==> config.mk <==
export PLATFORM = sky130hd
export DESIGN_NAME = instr_fetch
export DESIGN_NICKNAME = d
export VERILOG_FILES = /design/src/rtl/instr_fetch_pkg.sv /design/src/rtl/instr_fetch_queue.sv /design/src/rtl/instr_fetch.sv
export SDC_FILE = /design/constraint.sdc
export NUM_CORES = 1
export LEC_CHECK = 0
export CORE_MARGIN = 1.5
export CORE_UTILIZATION = 48
export DETAILED_ROUTE_END_ITERATION = 10
export GPL_TIMING_DRIVEN = 1
export PLACE_DENSITY_LB_ADDON = 0.25
export SYNTH_ARGS = -nofsm -noshare
export SYNTH_HDL_FRONTEND = slang
export SYNTH_SLANG_ARGS = --single-unit
export TNS_END_PERCENT = 10
==> constraint.sdc <==
create_clock -name clk -period 17.4 [get_ports clk]
set_input_delay 1.74 -clock clk [delete_from_list [all_inputs] [get_ports clk]]
set_output_delay 1.74 -clock clk [all_outputs]
set_load 0.02 [all_outputs]
==> src/rtl/instr_fetch_pkg.sv <==
// ============================================================================
// Package  : if_pkg
// Purpose  : Shared types, constants and helpers for the instruction-fetch
//            stage (instr_fetch) and its FIFO (fetch_queue).
// Contents : INSTR_W        - instruction word width
//            RESET_PC_DEF   - default fetch address after reset
//            fetch_entry_t  - {pc, instr, pcplus4} record handed to decode
//            ENTRY_W        - packed width of fetch_entry_t
//            pc_inc()       - sequential PC step (+4, wraps modulo 2^32)
// Revision : 1.0 - initial release
// ============================================================================
`default_nettype none

package if_pkg;

  localparam int          INSTR_W      = 32;
  localparam logic [31:0] RESET_PC_DEF = 32'h0000_0000;

  // One decoded-stage record. pcplus4 travels with the word so next-PC
  // selection never has to recompute it.
  typedef struct packed {
    logic [31:0]        pc;
    logic [INSTR_W-1:0] instr;
    logic [31:0]        pcplus4;
  } fetch_entry_t;

  localparam int ENTRY_W = $bits(fetch_entry_t);

  // Sequential PC step; natural 32-bit overflow gives the FFFF_FFFC -> 0 wrap.
  function automatic logic [31:0] pc_inc(input logic [31:0] pc);
    return pc + 32'd4;
  endfunction

endpackage

`default_nettype wire

==> src/rtl/instr_fetch_queue.sv <==
// ============================================================================
// Module   : fetch_queue
// Purpose  : Small synchronous FIFO with registered storage, synchronous
//            flush and an occupancy count. Head is shown combinationally
//            from storage; a push is visible at the head one cycle later.
// Ports    : clk, rst_n      - clock, asynchronous active-low reset
//            flush           - empties the FIFO (wins over push and pop)
//            push, push_data - write request (ignored when full, unless a
//                              pop frees a slot in the same cycle)
//            pop             - remove head (ignored when empty)
//            head            - current head entry (undefined when empty)
//            count           - entries held, 0..DEPTH
// Revision : 1.0 - initial release
// ============================================================================
`default_nettype none

module fetch_queue #(
  parameter int WIDTH = 32,
  parameter int DEPTH = 2
) (
  input  logic                         clk,
  input  logic                         rst_n,
  input  logic                         flush,
  input  logic                         push,
  input  logic [WIDTH-1:0]             push_data,
  input  logic                         pop,
  output logic [WIDTH-1:0]             head,
  output logic [$clog2(DEPTH+1)-1:0]   count
);

  localparam int CW = $clog2(DEPTH + 1);
  // A single-entry FIFO still needs a 1-bit pointer to index storage.
  localparam int PW = (DEPTH > 1) ? $clog2(DEPTH) : 1;

  logic [WIDTH-1:0] mem [DEPTH];
  logic [PW-1:0]    rd_ptr;
  logic [PW-1:0]    wr_ptr;
  logic [CW-1:0]    cnt;
  logic             empty;
  logic             full;
  logic             do_push;
  logic             do_pop;

  // Pointers wrap at DEPTH, which need not be a power of two.
  function automatic logic [PW-1:0] ptr_inc(input logic [PW-1:0] p);
    return (p == PW'(DEPTH - 1)) ? '0 : p + 1'b1;
  endfunction

  assign empty   = (cnt == '0);
  assign full    = (cnt == CW'(DEPTH));
  assign do_pop  = pop && !empty;
  assign do_push = push && (!full || do_pop);

  always_ff @(posedge clk or negedge rst_n) begin
    if (!rst_n) begin
      rd_ptr <= '0;
      wr_ptr <= '0;
      cnt    <= '0;
    end else if (flush) begin
      rd_ptr <= '0;
      wr_ptr <= '0;
      cnt    <= '0;
    end else begin
      if (do_push) wr_ptr <= ptr_inc(wr_ptr);
      if (do_pop)  rd_ptr <= ptr_inc(rd_ptr);
      if (do_push && !do_pop)      cnt <= cnt + 1'b1;
      else if (!do_push && do_pop) cnt <= cnt - 1'b1;
    end
  end

  // Storage is never read while empty, so it carries no reset.
  always_ff @(posedge clk) begin
    if (do_push && !flush) mem[wr_ptr] <= push_data;
  end

  assign head  = mem[rd_ptr];
  assign count = cnt;

endmodule

`default_nettype wire

==> src/rtl/instr_fetch.sv <==
// ============================================================================
// Module   : instr_fetch
// Purpose  : Architectural fetch PC and instruction-fetch stage. Issues
//            in-order word requests to instruction memory under a credit
//            limit of DEPTH (outstanding requests + buffered words), pairs
//            each returned word with its PC and PC+4, and presents them to
//            decode. A redirect restarts fetch at a new PC, flushes buffered
//            words and discards responses still in flight.
// Ports    : clk, rst_n                 - clock, async active-low reset
//            redirect, redirect_pc      - taken-control-flow restart
//            imem_req_valid/ready/addr  - memory request handshake
//            imem_resp_valid/data       - in-order memory responses
//            if_valid/ready             - decode handshake
//            if_instr/if_pc/if_pcplus4  - head record for decode
// Revision : 1.0 - initial release
// ============================================================================
`default_nettype none

module instr_fetch
  import if_pkg::*;
#(
  parameter logic [31:0] RESET_PC = RESET_PC_DEF,
  parameter int          DEPTH    = 2
) (
  input  logic               clk,
  input  logic               rst_n,
  input  logic               redirect,
  input  logic [31:0]        redirect_pc,
  output logic               imem_req_valid,
  input  logic               imem_req_ready,
  output logic [31:0]        imem_addr,
  input  logic               imem_resp_valid,
  input  logic [INSTR_W-1:0] imem_resp_data,
  output logic               if_valid,
  input  logic               if_ready,
  output logic [INSTR_W-1:0] if_instr,
  output logic [31:0]        if_pc,
  output logic [31:0]        if_pcplus4
);

  localparam int CW = $clog2(DEPTH + 1);

  logic [31:0]        pc;
  logic [CW-1:0]      outstanding;
  logic [CW-1:0]      outstanding_nxt;
  logic [CW-1:0]      drop_cnt;
  logic [CW:0]        credit_used;
  logic               req_fire;
  logic               resp_fire;
  logic               resp_keep;

  logic [31:0]        aq_head;
  logic [CW-1:0]      aq_count;
  logic [CW-1:0]      oq_count;
  logic [ENTRY_W-1:0] oq_head_bits;
  logic [ENTRY_W-1:0] oq_push_bits;
  fetch_entry_t       oq_head;
  fetch_entry_t       oq_push;
  logic               oq_pop;

  // Target alignment bits are architecturally ignored.
  logic               unused_redirect_lsbs;
  assign unused_redirect_lsbs = &{1'b0, redirect_pc[1:0]};

  // --------------------------------------------------------------------------
  // Request side. Credit counts words we may still have to buffer: every
  // outstanding request (including ones to be dropped) plus every buffered
  // word. The request depends only on registered state and redirect, never
  // on the memory response, so there is no memory->request combinational path.
  // --------------------------------------------------------------------------
  assign credit_used    = {1'b0, outstanding} + {1'b0, oq_count};
  assign imem_req_valid = rst_n && !redirect && (credit_used < (CW+1)'(DEPTH));
  assign imem_addr      = pc;
  assign req_fire       = imem_req_valid && imem_req_ready;

  // A response with nothing outstanding is a protocol violation and ignored.
  assign resp_fire      = imem_resp_valid && (outstanding != '0);
  // Words owed to a pre-redirect stream, or arriving in the redirect cycle,
  // belong to the old path and are discarded.
  assign resp_keep      = resp_fire && (drop_cnt == '0) && !redirect;

  assign outstanding_nxt = outstanding + CW'(req_fire) - CW'(resp_fire);

  always_ff @(posedge clk or negedge rst_n) begin
    if (!rst_n) begin
      pc          <= RESET_PC;
      outstanding <= '0;
      drop_cnt    <= '0;
    end else begin
      outstanding <= outstanding_nxt;
      if (redirect) begin
        pc       <= {redirect_pc[31:2], 2'b00};
        // Everything still in flight after this cycle is old-path traffic.
        drop_cnt <= outstanding_nxt;
      end else begin
        if (req_fire) pc <= pc_inc(pc);
        if (resp_fire && (drop_cnt != '0)) drop_cnt <= drop_cnt - 1'b1;
      end
    end
  end

  // --------------------------------------------------------------------------
  // In-flight address queue: remembers the PC of each accepted request so
  // the in-order response can be tagged. Never flushed; dropped responses
  // still pop their address.
  // --------------------------------------------------------------------------
  fetch_queue #(
    .WIDTH (32),
    .DEPTH (DEPTH)
  ) u_addr_q (
    .clk       (clk),
    .rst_n     (rst_n),
    .flush     (1'b0),
    .push      (req_fire),
    .push_data (pc),
    .pop       (resp_fire),
    .head      (aq_head),
    .count     (aq_count)
  );

  // --------------------------------------------------------------------------
  // Output queue toward decode. Redirect flushes it, overriding a pop.
  // --------------------------------------------------------------------------
  always_comb begin
    oq_push         = '0;
    oq_push.pc      = aq_head;
    oq_push.instr   = imem_resp_data;
    oq_push.pcplus4 = pc_inc(aq_head);
  end

  assign oq_push_bits = oq_push;
  assign oq_head      = oq_head_bits;
  assign oq_pop       = if_valid && if_ready && !redirect;

  fetch_queue #(
    .WIDTH (ENTRY_W),
    .DEPTH (DEPTH)
  ) u_out_q (
    .clk       (clk),
    .rst_n     (rst_n),
    .flush     (redirect),
    .push      (resp_keep),
    .push_data (oq_push_bits),
    .pop       (oq_pop),
    .head      (oq_head_bits),
    .count     (oq_count)
  );

  // Fields read as zero whenever nothing is presented (including reset).
  assign if_valid   = (oq_count != '0);
  assign if_instr   = if_valid ? oq_head.instr   : '0;
  assign if_pc      = if_valid ? oq_head.pc      : '0;
  assign if_pcplus4 = if_valid ? oq_head.pcplus4 : '0;

  // --------------------------------------------------------------------------
  // Checks
  // --------------------------------------------------------------------------
  a_resp_needs_outstanding : assert property (
    @(posedge clk) disable iff (!rst_n)
    imem_resp_valid |-> (outstanding != '0)
  );

  a_addr_q_tracks_outstanding : assert property (
    @(posedge clk) disable iff (!rst_n)
    aq_count == outstanding
  );

  // Once offered, a request is held with a stable address until accepted,
  // except that a redirect may withdraw it.
  a_req_held_until_accept : assert property (
    @(posedge clk) disable iff (!rst_n)
    (imem_req_valid && !imem_req_ready) |=>
      (redirect || (imem_req_valid && $stable(imem_addr)))
  );

endmodule

`default_nettype wire

==> run summary, run 1 <==
outcome -> finished, final reports clean
CTS tree -> done
Die H -> 163 um
reg2reg path depth -> 12
Tightest Pin Transition -> 1.28 ns
post-route ant nets -> 0
most common cell in the synthesized netlist -> edfxtp_1
critical-path cell list -> clkdlybuf4s50_1 > buf_4 > nor4b_1 > clkdlybuf4s50_1
mux contribution to synthesized area -> 0.102
vias -> 7684
initial antenna violation count -> 0
crit path kind -> in2out
Post-Synth Adder-Cell Area -> 0.00778
DR iter-0 viols -> 504
most common library cells after synthesis -> edfxtp_1, nor2_1, mux2i_1
GR Util All Layers -> 0.190
area grow syn2layout -> 26.6%
Seq/Total Area, Yosys -> 0.686
Pre-Repair DR Iteration Count -> 5
crit path DAT -> 3.75 ns
Mapped Cells -> 891
setup violators final -> 0
critical path peak fanout -> 42
post-layout net count -> 1164
nature of the critical path startpoint -> input port
clk_skew -> 0.0145 ns
Synth Area in Simple Gates -> 0.111
ratio of cells with drive above 1 in the final layout -> 0.0855
Core Area -> 0.0251 mm^2
Avg Cell Area, Syn -> 13.7 um^2
post-layout minimum cycle time -> 5.49 ns
total die area -> 0.0264 mm^2
CP peak stage delay -> 0.73 ns
Post-synth EDFFs -> 244
Initial Util -> 0.487
Yosys top cell by area -> edfxtp_1
DRC viols -> 0
Slew headroom -> 0.138
CP dominant cell by count -> clkdlybuf4s50_1
worst hold path type -> reg2reg
num rows -> 58
Synth Warn # -> 0
leakage -> 5.24 nW
CP endpoint kind -> output port
Post-synth top flop -> edfxtp_1
Crit-path slowest cell -> clkdlybuf4s50_1
Area contributors post-synth -> edfxtp_1, dfrtp_1, mux2i_1, nor2_1, nand2_1
via/cell ratio -> 5.33
post-synth cell types -> 54
post_cts resized -> 0
clock sinks -> 286
largest net degree at the start of global routing -> 71
# IOs -> 200
post-synthesis xor/xnor area fraction -> 0.0265
Port Buffer Count -> 191
Total Wirelength -> 25.1 mm
largest family of logic cells by synthesized area -> simple AND/OR/NAND/NOR gates
Hold Crit Depth -> 1
PD cells -> 125 mW/mm^2
postcts setup bufs -> 0
max-cap violations -> 0
Compound-Gate Fraction of Synth Area -> 0.0430
unrepaired setup endpoints after global routing -> false
Slew Viols, Final -> 0
Max Clock Freq -> 182 MHz
die width -> 163 um
Post-synth ARST share -> 0.147
# diodes -> 0
gpl congestion -> 0.789
total grt overflow -> 0
Post-Syn Area -> 0.0122 mm^2
first-pass GRT wire length -> 39.4 mm
# hold bufs at CTS -> 0
Worst-Skew Late Latency -> 0.54 ns
WP data required -> 15.66 ns
setup TNS -> 0 ns
Tcrit/Tclk final -> 0.315
CTS max path bufs -> 3
HPWL Detailed -> 16.5 mm
FF+latch count, synth -> 286
Routed WL per cell -> 17.4 um
hold_ws -> 0.491 ns
post-synth top area share -> 0.600
CTS buffer count -> 30
clock slew at reported path FFs -> 0.06 ns
clock root buffer -> clkbuf_16
Hold Vio Cnt, Final -> 0
# H-tree levels -> 1
vias in the first global route -> 7462
VDD IR-drop max -> 0.0000663 V
path summary, 6_finish.rpt:
| check | from | to | slack, ns |
|---|---|---|---|
| setup / recovery | redirect | imem_req_valid | 11.91 |
| hold / removal | u_addr_q.count[1] | u_addr_q.count[1] | 0.49 |
| setup reg to reg | u_out_q.count[0] | drop_cnt[1] | 13.40 |
| hold reg to reg | u_addr_q.count[1] | u_addr_q.count[1] | 0.49 |
| max in group asynchronous | rst_n | u_addr_q.rd_ptr | 15.70 |
| min in group asynchronous | rst_n | imem_addr[31] | 1.27 |
logic make-up (layout without fill, tap and decap cells):
group	Yosys count	after routing
buffers and inverters	64	279
and+or+nand+nor	295	295
adders and majority gates	7	7
muxes	122	122
other	1	6
DFF	286	286
xor gates and xnor gates	37	37
AOI/OAI and AO/OA	79	79
layout by cell type, fill, tap and decap left out, drive strengths merged, types with 7 or more instances in the layout:
master / n
edfxtp: 244
clkdlybuf4s50: 190
nor2: 120
mux2i: 102
nand2: 73
clkbuf: 49
dfrtp: 42
nand3: 32
o21ai: 25
xnor2: 20
mux2: 20
inv: 20
xor2: 17
nand4: 17
buf: 14
o211ai: 11
nor3: 10
and2: 10
o311ai: 9
a31oi: 8
a21oi: 7
per-layer routing:
layer | GRT usage | vias to the layer above | wire [um]
met1 | 0.264 | 3714 | 11200
li1 | - | 3688 | -
met3 | 0.0385 | 29 | 1780
met5 | 0 | - | 0
met4 | 0.0505 | 0 | 387
met2 | 0.307 | 253 | 11700
critical path, delay by kind of cell:
kind	cells	cell delay, ns
buf+inv	3	1.39
simple gates	1	0.61
sequential cells by signal, summed over array words and instances (netlist names):
name,flops
outstanding,2
u_addr_q.rd_ptr,1
u_out_q.mem,184
u_out_q.rd_ptr,1
u_out_q.wr_ptr,1
imem_addr,30
u_out_q.count,2
u_addr_q.wr_ptr,1
drop_cnt,2
u_addr_q.count,2
u_addr_q.mem,60
metrics by stage:
stage	instance area, um^2	instances	power [mW]	util	setup WS [ns]
2_1_floorplan	12200	896	1.17	-	5.70
3_3_place_gp	14500	1385	1.31	0.576	11.88
3_5_place_dp	14500	1385	1.32	0.576	11.91
4_1_cts	15500	1441	1.95	0.616	11.88
5_1_grt	15500	1441	2.02	0.616	11.74
6_report	15500	1441	1.93	0.616	11.91
cell type report:
class / instances / area (um^2)
Clock buffer: 49 / 966
Clock inverter: 7 / 40.0
Fill cell: 1974 / 9640
Inverter: 19 / 71.3
Multi-Input combinational cell: 546 / 3590
Sequential cell: 286 / 8380
Tap cell: 330 / 413
Timing Repair Buffer: 204 / 2000
where the power goes:
part | switching (mW) | internal, mW
sequential | 0.0652 | 0.840
combinational | 0.220 | 0.180
clock | 0.249 | 0.378
total | 0.534 | 1.40
(Power assumes the default switching activity.)
==> run 2: changes to the inputs <==
==> constraint.sdc (replaced) <==
create_clock -name clk -period 5.6 [get_ports clk]
set_input_delay 0.56 -clock clk [delete_from_list [all_inputs] [get_ports clk]]
set_output_delay 0.56 -clock clk [all_outputs]
set_load 0.02 [all_outputs]
==> run 2 against run 1 <==
Wire length grew 3.0%. Setup slack got worse by 10 ns. Critical path depth grew 8. Register-to-register slack got worse by 12 ns. Cell area shrank 0.14%. Combinational power rose to 3.1 times the previous value. First-iteration DRC count increased by 1.8%. Non-clock buffer count up 1. Cell count unchanged. Via count is 1.0% higher. Critical endpoint is now drop_cnt[1].
==> run summary, run 2 (synthesis results as in run 1) <==
# diodes -> 0 (unchanged)
Sequential Power Share -> 0.475 (+0.007)
clock share of power -> 0.314 (-0.010)
Worst-Skew Late Latency -> 0.55 ns (about the same)
largest net degree at the start of global routing -> 80 (+13%)
unrepaired setup endpoints after global routing -> false
clk_skew -> 0.0133 ns (-0.00114 ns)
CP endpoint kind -> flop
clock sinks -> 286 (unchanged)
crit path kind -> reg2reg
clock slew at reported path FFs -> 0.06 ns (about the same)
vias -> 7763 (+1.0%)
setup slack, reg-to-reg -> 1.75 ns (-11.65 ns)
total die area -> 0.0264 mm^2 (unchanged)
CTS buffer count -> 30 (unchanged)
final core utilization -> 0.615 (-0.000847)
FF-to-FF End -> drop_cnt[1]
R2R Path Start -> u_out_q.count[0]
CTS tree -> done
# IOs -> 200 (unchanged)
initial antenna violation count -> 0 (unchanged)
post-layout minimum cycle time -> 3.85 ns
GR Util All Layers -> 0.192 (+0.00149)
CTS max path bufs -> 3 (unchanged)
Pre-Repair DR Iteration Count -> 5 (unchanged)
Routed WL per cell -> 17.9 um (+3.0%)
DR iter-0 viols -> 513 (+1.8%)
Slew Viols, Final -> 0 (unchanged)
net switching power figure -> 1.69 mW (+220%)
post_cts resized -> 0 (unchanged)
clock root buffer -> clkbuf_16
post-route ant nets -> 0 (unchanged)
die width -> 163 um (unchanged)
# H-tree levels -> 1 (unchanged)
Power Internal -> 4.24 mW (+200%)
setup TNS -> 0 ns (unchanged)
Initial Util -> 0.487 (unchanged)
PD cells -> 384 mW/mm^2 (+210%)
WP data required -> 6.07 ns (-9.59 ns)
Largest Register -> u_out_q.mem
post-layout net count -> 1165 (+0.086%)
Final Instance Area -> 0.0154 mm^2 (-0.14%)
Die H -> 163 um (unchanged)
# hold bufs at CTS -> 0 (unchanged)
setup violators final -> 0 (unchanged)
Core Area -> 0.0251 mm^2 (unchanged)
crit path DAT -> 4.32 ns (+0.57 ns)
leakage -> 5.22 nW (-0.40%)
hold_ws -> 0.0876 ns (-0.404 ns)
ratio of cells with drive above 1 in the final layout -> 0.0837 (-0.00180)
outcome -> finished, final reports clean
total grt overflow -> 0 (unchanged)
postcts setup bufs -> 0 (unchanged)
gpl congestion -> 0.819 (+3.8%)
max-cap violations -> 0 (unchanged)
Max Clock Freq -> 260 MHz
Hold Vio Cnt, Final -> 0 (unchanged)
Total Wirelength -> 25.8 mm (+3.0%)
leading cell type in the layout, fill and taps excluded -> edfxtp_1
Finished Layout Cells -> 1441 (unchanged)
vias in the first global route -> 7415 (-0.63%)
reg2reg path depth -> 12 (unchanged)
Placed Cells incl. Taps -> 1386 (+0.072%)
placed cell area -> 0.0145 mm^2 (+0.37%)
Tcrit/Tclk final -> 0.687
Largest register FFs -> 184 (unchanged)
num rows -> 58 (unchanged)
worst hold path type -> in2async
combinational share of power -> 0.211 (+0.004)
area grow syn2layout -> 26.5%
Filler Cells Inserted -> 1967 (-0.35%)
Tightest Pin Transition -> 1.08 ns (-0.198 ns)
DRC viols -> 0 (unchanged)
most frequent cells in the layout -> edfxtp_1, clkdlybuf4s50_1, nor2_1, mux2i_1, nand2_1
VDD IR-drop max -> 0.000243 V (+270%)
nature of the critical path startpoint -> flop
critical path peak fanout -> 28 (-33%)
switch share -> 0.284 (+0.00795)
Slew headroom -> 0.274 (+0.136)
Port Buffer Count -> 191 (unchanged)
first-pass GRT wire length -> 39.8 mm (+0.79%)
HPWL Detailed -> 16.9 mm (+2.6%)
via/cell ratio -> 5.39 (+1.0%)
run 2: cell types whose count changed in the layout (fill, tap and decap cells not counted), moves of 2 or more:
cell       before  now
clkbuf_16      33   31
buf_12          0    3
clkinv_2        5   10
clkinv_1        0    4
clkbuf_1        8    6
clkbuf_8        8    1
buf_4          13   11
run 2: worst max-delay path by stage:
stage                startpoint                  end  slack (ns)  cells after the start
3_3_place_gp              rst_n          drop_cnt[1]        1.72                     12
4_1_cts        u_out_q.count[0]          drop_cnt[1]        1.72                     12
6_report       u_out_q.count[0]          drop_cnt[1]        1.75                     12
5_1_grt        u_out_q.count[0]          drop_cnt[1]        1.39                     12
2_1_floorplan  u_out_q.count[0]  u_addr_q.mem[0][10]        1.19                      8
3_5_place_dp              rst_n          drop_cnt[1]        1.66                     12
run 2: power by group through the flow:
stage                     clock network (mW)  registers, mW  logic (mW)
after floorplan                            0           2.78       0.855
final                                   1.86           2.81        1.25
after global routing                    1.99           2.84        1.36
after CTS                               1.91           2.81        1.27
after global placement                     0           2.85        1.24
after detailed placement                   0           2.86        1.27
run 2: worst max-delay path, cell delays in order, from the launching register on:
cell and delay, ns:
dfrtp_1 0.45, and2_1 0.20, fa_1 0.43, nor4b_1 0.47
and2_1 0.69, inv_2 0.41, ha_1 0.41, inv_1 0.04
ha_1 0.18, xnor2_1 0.16, xnor2_1 0.15, nand2_1 0.07
o21ai_0 0.09
run 2: per-layer routing:
metal	wire length, um	vias up	GRT usage
met4	578	0	0.0563
li1	-	3684	-
met3	1950	40	0.0392
met2	12300	283	0.320
met5	0	-	0
met1	11000	3756	0.255
run 2: per-stage QoR:
step                power [mW]  setup WS [ns]
floorplan                 3.63           1.19
global placement          4.09           1.72
detailed placement        4.12           1.66
CTS                       6.00           1.72
global route              6.20           1.39
finish                    5.93           1.75
run 2: final cells by class:
cell class | count | area [um^2] | area share
Tap cell | 330 | 413 | 0.0267
Inverter | 19 | 71.3 | 0.00462
Timing Repair Buffer | 205 | 2050 | 0.133
Multi-Input combinational cell | 546 | 3600 | 0.233
Sequential cell | 286 | 8380 | 0.543
Clock buffer | 38 | 812 | 0.0526
Clock inverter | 17 | 119 | 0.00769
==> run 3: changes to the inputs <==
==> constraint.sdc (replaced) <==
create_clock -name clk -period 3.9 [get_ports clk]
set_input_delay 0.39 -clock clk [delete_from_list [all_inputs] [get_ports clk]]
set_output_delay 0.39 -clock clk [all_outputs]
set_load 0.02 [all_outputs]
==> run 3 against run 2 <==
Non-clock buffer count increased by 16. Cell area grew 2.5%. Critical path depth shrank 8. Sequential share of layout area shrank 1.3 points. Global-route usage rose by 0.39 points. Wire length barely moved. Die area unchanged. Clock skew is 0.0050 ns lower. Critical path type is now reg2out.
==> run summary, run 3 (synthesis results as in run 1) <==
VDD IR-drop max -> 0.000329 V (+35%)
Tcrit/Tclk final -> 0.806
post-layout net count -> 1180 (+1.3%)
Port Buffer Count -> 191 (unchanged)
total grt overflow -> 0 (unchanged)
Hold Vio Cnt, Final -> 0 (unchanged)
Routed WL per cell -> 17.7 um (-1.1%)
post-layout minimum cycle time -> 3.14 ns
leakage -> 5.40 nW (+3.5%)
CTS tree -> done
# diodes -> 0 (unchanged)
# H-tree levels -> 1 (unchanged)
DRC viols -> 0 (unchanged)
initial antenna violation count -> 0 (unchanged)
nature of the critical path startpoint -> flop
setup violators final -> 0 (unchanged)
clock slew at reported path FFs -> 0.06 ns (about the same)
total die area -> 0.0264 mm^2 (unchanged)
Max Clock Freq -> 318 MHz
num rows -> 58 (unchanged)
critical path peak fanout -> 6 (-79%)
max-cap violations -> 0 (unchanged)
crit path DAT -> 2.75 ns (-1.57 ns)
GR Util All Layers -> 0.196 (+0.00393)
Slew headroom -> 0.220 (-0.0540)
Crit-path slowest cell -> clkdlybuf4s50_1
post-route ant nets -> 0 (unchanged)
largest net degree at the start of global routing -> 49 (-39%)
worst hold path type -> in2reg
outcome -> finished, final reports clean
CTS buffer count -> 29 (-3.3%)
clock root buffer -> clkbuf_16
clock sinks -> 286 (unchanged)
CP endpoint kind -> output port
area taken by multi-input logic gates -> 0.00362 mm^2 (+0.66%)
setup slack, reg-to-reg -> 0.82 ns (-0.93 ns)
Worst-Skew Late Latency -> 0.54 ns (about the same)
Initial Util -> 0.487 (unchanged)
gpl congestion -> 0.806 (-1.6%)
CTS max path bufs -> 3 (unchanged)
most frequent cells in the layout -> edfxtp_1, clkdlybuf4s50_1, nor2_1, mux2i_1, nand2_1
PD cells -> 574 mW/mm^2 (+50%)
ratio of cells with drive above 1 in the final layout -> 0.105 (+0.0211)
Largest Register -> u_out_q.mem
setup TNS -> 0 ns (unchanged)
Sequential Area -> 0.00838 mm^2 (unchanged)
WP data required -> 3.51 ns (-2.56 ns)
die width -> 163 um (unchanged)
post_cts resized -> 0 (unchanged)
Total Wirelength -> 25.8 mm (about the same)
unrepaired setup endpoints after global routing -> false
Finished Layout Cells -> 1456 (+1.0%)
DR iter-0 viols -> 514 (+0.19%)
Core Area -> 0.0251 mm^2 (unchanged)
Tightest Pin Transition -> 1.16 ns (+0.0761 ns)
Largest register FFs -> 184 (unchanged)
CP peak stage delay -> 0.70 ns (about the same)
Slew Viols, Final -> 0 (unchanged)
hold_ws -> 0.420 ns (+0.332 ns)
clk_skew -> 0.00829 ns (-0.00502 ns)
Die H -> 163 um (unchanged)
Pre-Repair DR Iteration Count -> 5 (unchanged)
vias -> 7814 (+0.66%)
Placed Cells incl. Taps -> 1401 (+1.1%)
first-pass GRT wire length -> 40.5 mm (+2.0%)
vias in the first global route -> 7654 (+3.2%)
crit path kind -> reg2out
critical-path cell list -> and2_1 > fa_1 > nor4b_1 > clkdlybuf4s50_1
leading cell type in the layout, fill and taps excluded -> edfxtp_1
via/cell ratio -> 5.37 (-0.38%)
Filler Cells Inserted -> 1919 (-2.4%)
# IOs -> 200 (unchanged)
HPWL Detailed -> 17.6 mm (+3.8%)
area grow syn2layout -> 29.6%
==> run 3: layer usage <==
layer,GRT usage,routed length (um)
met1,0.266,11300
met2,0.323,12300
met3,0.0293,1570
met4,0.0676,631
met5,0,0
==> run 3: power by group <==
| group | switching, mW | internal (mW) | leakage, nW | total [mW] |
|---|---|---|---|---|
| sequential | 0.256 | 3.74 | 2.72 | 4.00 |
| combinational | 1.06 | 0.868 | 2.13 | 1.93 |
| clock | 1.13 | 2.04 | 0.545 | 3.17 |
==> run 3: area by class of cell <==
| cell class | instances | share of cell area |
|---|---|---|
| well taps | 330 | 0.0261 |
| inverters | 19 | 0.00450 |
| flip-flops and latches | 286 | 0.529 |
| clock inverters | 22 | 0.0229 |
| repair buffers | 221 | 0.141 |
| clock buffers | 32 | 0.0472 |
| multi-input cells | 546 | 0.229 |
==> run 3: per-stage QoR <==
step | setup WS [ns] | total power, mW | cell area [um^2] | util
detailed placement | 0.778 | 6.00 | 14700 | 0.586
finish | 0.756 | 9.09 | 15800 | 0.631
global placement | 0.809 | 5.94 | 14700 | 0.586
CTS | 0.681 | 9.17 | 15800 | 0.631
global route | 0.596 | 9.48 | 15800 | 0.631
floorplan | -0.227 | 5.24 | 12300 | -
==> run 3: timing repair <==
action,4_1_cts,5_1_grt
hold endpoints to repair,42,0
hold buffers,1,0
setup buffers,0,0
==> run 3: final timing paths <==
path                                        start                   to  cells after the start
worst min register to register  u_addr_q.count[1]    u_addr_q.count[1]                      1
worst max-delay path             u_out_q.count[0]       imem_req_valid                      4
max in group asynchronous                   rst_n       u_out_q.rd_ptr                      3
worst min-delay path              redirect_pc[14]        imem_addr[14]                      3
min in group asynchronous                   rst_n       outstanding[0]                      3
worst max register to register   u_out_q.count[0]  u_addr_q.mem[0][27]                      8
==> run 3: worst max-delay path, delay by kind of cell, from the launching register on <==
kind | cells | cell delay (ns)
AND/OR/NAND/NOR | 2 | 0.63
flip-flops | 1 | 0.45
buffers and inverters | 1 | 0.70
adder cells (fa/ha/maj) | 1 | 0.44
